**src/rtl/arbiter_pkg.sv**
```systemverilog
// Shared defaults for the weighted round-robin arbiter and its per-port FIFOs.
package arbiter_pkg;
  localparam int ARB_NUM_PORTS    = 8;
  localparam int ARB_WIDTH        = 8;
  localparam int ARB_DEPTH        = 4;
  localparam int ARB_WEIGHT_W     = 3;
  localparam int ARB_RESET_WEIGHT = 1;
endpackage

```
**src/rtl/arb_fifo.sv**
```systemverilog
// Per-port buffer: WIDTH x DEPTH circular FIFO with registered occupancy count.
module arb_fifo
  import arbiter_pkg::*;
#(
  parameter int WIDTH = ARB_WIDTH,
  parameter int DEPTH = ARB_DEPTH
) (
  input  logic                   clk,
  input  logic                   rst,
  input  logic                   push,
  input  logic                   pop,
  input  logic [WIDTH-1:0]       din,
  output logic [WIDTH-1:0]       dout,
  output logic [$clog2(DEPTH):0] count,
  output logic                   full,
  output logic                   almost_full
);
  localparam int AW = $clog2(DEPTH);
  localparam int CW = AW + 1;

  logic [WIDTH-1:0] mem [DEPTH];
  logic [AW-1:0]    wr_ptr;
  logic [AW-1:0]    rd_ptr;
  logic             wr_en;
  logic             rd_en;

  // A push into a full FIFO is dropped even if the same cycle pops.
  assign wr_en       = push && !full;
  assign rd_en       = pop && (count != '0);
  assign dout        = mem[rd_ptr];
  assign full        = (count == CW'(DEPTH));
  assign almost_full = (count >= CW'(DEPTH - 1));

  always_ff @(posedge clk) begin
    if (wr_en) mem[wr_ptr] <= din;
  end

  always_ff @(posedge clk or negedge rst) begin
    if (!rst) begin
      wr_ptr <= '0;
      rd_ptr <= '0;
      count  <= '0;
    end else begin
      if (wr_en) wr_ptr <= wr_ptr + AW'(1);
      if (rd_en) rd_ptr <= rd_ptr + AW'(1);
      count <= count + CW'(wr_en) - CW'(rd_en);
    end
  end
endmodule

```
**src/rtl/wrr_arbiter.sv**
```systemverilog
// Weighted round-robin arbiter: per-port FIFOs drained one word per cycle into
// a stallable output register, each port getting <weight> consecutive grants.
module wrr_arbiter
  import arbiter_pkg::*;
#(
  parameter int NUM_PORTS = ARB_NUM_PORTS,
  parameter int WIDTH     = ARB_WIDTH,
  parameter int DEPTH     = ARB_DEPTH,
  parameter int WEIGHT_W  = ARB_WEIGHT_W
) (
  input  logic                         clk,
  input  logic                         rst,
  input  logic [0:NUM_PORTS-1]         push,
  input  logic [NUM_PORTS*WIDTH-1:0]   d,
  output logic [0:NUM_PORTS-1]         full,
  output logic [0:NUM_PORTS-1]         almost_full,
  input  logic                         cfg_we,
  input  logic [$clog2(NUM_PORTS)-1:0] cfg_port,
  input  logic [WEIGHT_W-1:0]          cfg_weight,
  output logic [WIDTH-1:0]             q,
  output logic [$clog2(NUM_PORTS)-1:0] src,
  output logic                         valid,
  input  logic                         stall
);
  localparam int PW = $clog2(NUM_PORTS);
  localparam int CW = $clog2(DEPTH) + 1;

  logic [CW-1:0]       fifo_count [NUM_PORTS];
  logic [WIDTH-1:0]    head       [NUM_PORTS];
  logic [WEIGHT_W-1:0] weight     [NUM_PORTS];
  logic [NUM_PORTS-1:0] elig;
  logic [NUM_PORTS-1:0] pop;
  logic [PW-1:0]       cur;
  logic [PW-1:0]       grant_idx;
  logic [WEIGHT_W-1:0] credit;
  logic                load;
  logic                grant_ok;
  logic                reload;

  for (genvar i = 0; i < NUM_PORTS; i++) begin : g_port
    arb_fifo #(.WIDTH(WIDTH), .DEPTH(DEPTH)) u_fifo (
      .clk         (clk),
      .rst         (rst),
      .push        (push[i]),
      .pop         (pop[i]),
      .din         (d[(NUM_PORTS-i)*WIDTH-1 -: WIDTH]),
      .dout        (head[i]),
      .count       (fifo_count[i]),
      .full        (full[i]),
      .almost_full (almost_full[i])
    );
    assign elig[i] = (fifo_count[i] != '0) && (weight[i] != '0);
    assign pop[i]  = load && grant_ok && (grant_idx == PW'(i));
  end

  // Stall only matters while the output register actually holds a word.
  assign load = !valid || !stall;

  always_ff @(posedge clk or negedge rst) begin
    if (!rst) begin
      for (int i = 0; i < NUM_PORTS; i++) weight[i] <= WEIGHT_W'(ARB_RESET_WEIGHT);
    end else if (cfg_we) begin
      weight[cfg_port] <= cfg_weight;
    end
  end

  // Stay on cur while it has credit; otherwise scan forward from cur+1,
  // wrapping, with cur itself considered last.
  always_comb begin
    grant_ok  = 1'b0;
    reload    = 1'b0;
    grant_idx = cur;
    if (elig[cur] && (credit != '0)) begin
      grant_ok = 1'b1;
    end else begin
      for (int k = 1; k <= NUM_PORTS; k++) begin
        if (!grant_ok && elig[PW'((int'(cur) + k) % NUM_PORTS)]) begin
          grant_ok  = 1'b1;
          reload    = 1'b1;
          grant_idx = PW'((int'(cur) + k) % NUM_PORTS);
        end
      end
    end
  end

  always_ff @(posedge clk or negedge rst) begin
    if (!rst) begin
      q      <= '0;
      src    <= '0;
      valid  <= 1'b0;
      cur    <= '0;
      credit <= '0;
    end else if (load) begin
      if (grant_ok) begin
        q     <= head[grant_idx];
        src   <= grant_idx;
        valid <= 1'b1;
        if (reload) begin
          cur    <= grant_idx;
          credit <= weight[grant_idx] - WEIGHT_W'(1);
        end else begin
          credit <= credit - WEIGHT_W'(1);
        end
      end else begin
        valid <= 1'b0;
      end
    end
  end
endmodule

```
**config.mk**
```make
export PLATFORM = sky130hd
export DESIGN_NAME = wrr_arbiter
export DESIGN_NICKNAME = d
export VERILOG_FILES = /design/src/rtl/arbiter_pkg.sv /design/src/rtl/arb_fifo.sv /design/src/rtl/wrr_arbiter.sv
export SDC_FILE = /design/constraint.sdc
export NUM_CORES = 1
export LEC_CHECK = 0
export CAP_MARGIN = 10
export CORE_MARGIN = 2
export CORE_UTILIZATION = 54
export DETAILED_ROUTE_END_ITERATION = 8
export HOLD_SLACK_MARGIN = 0.1
export PLACE_DENSITY = 0.77
export SETUP_SLACK_MARGIN = 0.15
export SYNTH_ARGS = -nofsm -noshare
export SYNTH_HDL_FRONTEND = slang
export SYNTH_SLANG_ARGS = --single-unit
```
**constraint.sdc**
```tcl
create_clock -name clk -period 4.6 [get_ports clk]
set_input_delay 0.69 -clock clk [delete_from_list [all_inputs] [get_ports clk]]
set_output_delay 0.69 -clock clk [all_outputs]
set_load 0.05 [all_outputs]
```
==> flow_summary_export.csv <==
group,metric,value,unit
outcome,outcome,"finished clean",
sta,period_minus_slack,4.39,ns
die,rows,64,
grt,grt_max_degree,68,
placement,place_area,18200,sq um
synthesis,seq_area_frac_synth,0.612,
critical_path,crit_top_cell,"inv_1",
sta,setup_tns,0,ns
sta,setup_ws,0.209,ns
detailed_routing,totalWireLength,35900,microns
detailed_routing,drt_iter0_drc,850,
detailed_routing,vias_per_cell,5.78,
synthesis,yosysTopAreaCellShare,0.463,
synthesis,synthTopCellsByCount,"edfxtp_1 (256), dfrtp_1 (90), mux4_2 (69), inv_1 (65), ha_1 (59)",
die,die_w,179,microns
placement,gp_congestion,0.982,
critical_path,criticalPathCategory,"register to register",
sta,drv_slew,0,
die,die-area,32100,sq um
critical_path,arrival,4.79,ns
die,die_h,179,microns
die,ios,110,
critical_path,crit_fanout,8,
min_path,hp-class,"primary input to async pin",
sta,rsz0062_at_grt,"false",
synthesis,yosysMostFrequentCell,"edfxtp_1",
critical_path,critPathMaxStageDelay,0.57,ns
synthesis,synth_flop_cell,"edfxtp_1",
clock_network,cts_tree,"done",
sta,timing.hold.ws,0.300,ns
synthesis,avgSynthCellArea,15.4,sq um
die,fp.coreArea,30400,sq um
clock_network,htreeDepth,2,
detailed_routing,drc,0,
job,cap_violations,0,
grt,antenna_found_initial,0,
layout,multi_input_area,5990,sq um
grt,grt_pass1_vias,9539,
synthesis,synth_area_leaders,"edfxtp_1 (46%), dfrtp_1 (14%), mux4_2 (9.4%)",
critical_path,cp_top_family,"simple AND/OR/NAND/NOR gates",
synthesis,synth_edf_count,256,
layout,area_growth,18.9,%
detailed_routing,wl_met2,17400,microns
synthesis,ys_seq_elements,354,
layout,layout.nets,1385,
synthesis,ys.warnings.count,0,
synthesis,syn_area,16600,sq um
clock_network,clkLatencyLatePin,0.52,ns
placement,portBuffers,109,
grt,track_usage,0.227,
synthesis,netlist-cell-type-count,71,
detailed_routing,via_count,9608,
detailed_routing,ant_nets,0,
placement,dp_worst_setup_slack,0.0946,ns
clock_network,cts_sinks,354,
detailed_routing,wl_met1,15200,microns
placement,hpwl,25500,microns
clock_network,cts_buffer_depth,3,
grt,gr-total-overflow,0,
critical_path,crit_path_end_kind,"register",
grt,grt_pass1_wl,54500,microns
synthesis,async_reset_ff_frac,0.277,
layout,drive_above_1_share,0.239,
clock_network,clk_pin_slew,0.06,ns
sta,tightest_slew,0.944,ns
critical_path,crit_required,5.00,ns
die,start_util,0.545,
detailed_routing,wl_met3,2020,microns
sta,maxSlewHeadroom,0.371,
sta,final-hold-violation-count,0,
synthesis,syn_nets,1225,
critical_path,cp_num_buf_inv,6,
sta,timing.fmax,228,MHz
sta,setup_violations,0,
layout,diodes,0,
clock_network,ctsHoldBuffers,0,
detailed_routing,first_pass_iters,6,
synthesis,netlist.top_cell.by_area,"edfxtp_1",
sta,fin_skew,0.0207,ns
critical_path,path_cells,"nor3_4 > nor2_2 > mux4_2 > buf_6 > nor4_4 > buf_4 > nand4_1 > a21oi_2 > a41o_1 > o21bai_4 > inv_2 > and2_4 > and3_4 > ha_4 > inv_1 > ha_2 > inv_1 > fa_1 > inv_1",
sta,period_share,0.954,
clock_network,cts_buffers,38,
detailed_routing,wl_per_cell,21.6,microns
clock_network,cts_root_buf,"clkbuf_16",
layout,seq_area,10200,sq um
layout,fill_cells,2157,
critical_path,critPathSlowestCell,"mux4_2",
critical_path,start_kind,"register",
layout,finish.instance_area,19700,sq um
detailed_routing,top_layer,"met4",
synthesis,syn_inst,1076,
worst register-to-register path, cell delays in order, from the launching register on:
cell and delay, ns:
dfrtp_2 0.44, nor3_4 0.30, nor2_2 0.08, mux4_2 0.57
buf_6 0.16, nor4_4 0.25, buf_4 0.15, nand4_1 0.25
a21oi_2 0.27, a41o_1 0.17, o21bai_4 0.12, inv_2 0.12
and2_4 0.23, and3_4 0.22, ha_4 0.19, inv_1 0.05
ha_2 0.15, inv_1 0.05, fa_1 0.48, inv_1 0.04
metrics by stage:
stage | instances | utilization
5_1_grt | 1661 | 0.648
3_5_place_dp | 1560 | 0.597
3_3_place_gp | 1560 | 0.597
4_1_cts | 1629 | 0.636
6_report | 1661 | 0.648
2_1_floorplan | 1076 | -
placed cells by master (no fill, tap or decap), types with 13 or more instances in the layout:
| cell type | n |
|---|---|
| a22o_1 | 17 |
| and2_1 | 35 |
| buf_4 | 67 |
| clkbuf_16 | 39 |
| clkdlybuf4s50_1 | 108 |
| dfrtp_1 | 83 |
| edfxtp_1 | 256 |
| ha_1 | 56 |
| inv_1 | 63 |
| mux2_2 | 26 |
| mux2i_1 | 43 |
| mux4_2 | 69 |
| nand2_1 | 57 |
| nor2_1 | 25 |
| nor2b_1 | 13 |
| nor3_1 | 21 |
| o21ai_0 | 24 |
| xnor2_1 | 24 |
final cells by class:
type / instances / area share
clock inverter: 19 / 0.00780
multi-input combinational: 594 / 0.304
tap: 396 / 0.0251
clock buffer: 50 / 0.0516
inverter: 67 / 0.0129
timing repair buffer: 181 / 0.0842
sequential: 354 / 0.515
per-layer routing:
layer / vias to the layer above / global-route usage
met5: - / 0
met4: 0 / 0.0817
met3: 65 / 0.0369
met2: 314 / 0.363
met1: 4837 / 0.318
li1: 4392 / -
final timing paths:
check	start	endpoint	slack, ns	cells after the start
setup / recovery	weight[22]	g_port[3].u_fifo.count[1]	0.21	19
min in group clk	q[3]	q[3]	0.49	2
hold reg to reg	q[3]	q[3]	0.49	2
hold / removal	rst	g_port[6].u_fifo.wr_ptr[1]	0.30	1
setup reg to reg	weight[22]	g_port[3].u_fifo.count[1]	0.21	19
max in group asynchronous	rst	weight[9]	3.23	2
cell families (layout without fill, tap and decap cells):
kind of cell | Yosys count | after routing | share of synthesized area
flip-flops | 354 | 354 | 0.612
AND/OR/NAND/NOR | 234 | 234 | 0.0838
multiplexers | 141 | 141 | 0.139
buffers and inverters | 128 | 317 | 0.0358
AO/OA/AOI/OAI | 114 | 114 | 0.0540
adder cells (fa/ha/maj) | 67 | 67 | 0.0541
XOR/XNOR | 38 | 38 | 0.0212
sequential cells by signal, indices dropped and copies added (netlist names):
name / count
credit: 3
cur: 3
g_port.u_fifo.count: 24
g_port.u_fifo.mem: 256
g_port.u_fifo.rd_ptr: 16
g_port.u_fifo.wr_ptr: 16
q: 8
src: 3
valid: 1
weight: 24
repair_timing:
action                     CTS  global route
resized for setup            2            39
gates cloned                 0             0
buffers inserted             0            32
pin swaps                    2            22
setup endpoints to repair   10            18
Power is left out: the tool's default activity adds up to more than one toggle a clock period on the data nets, which glitch-free logic cannot reach.
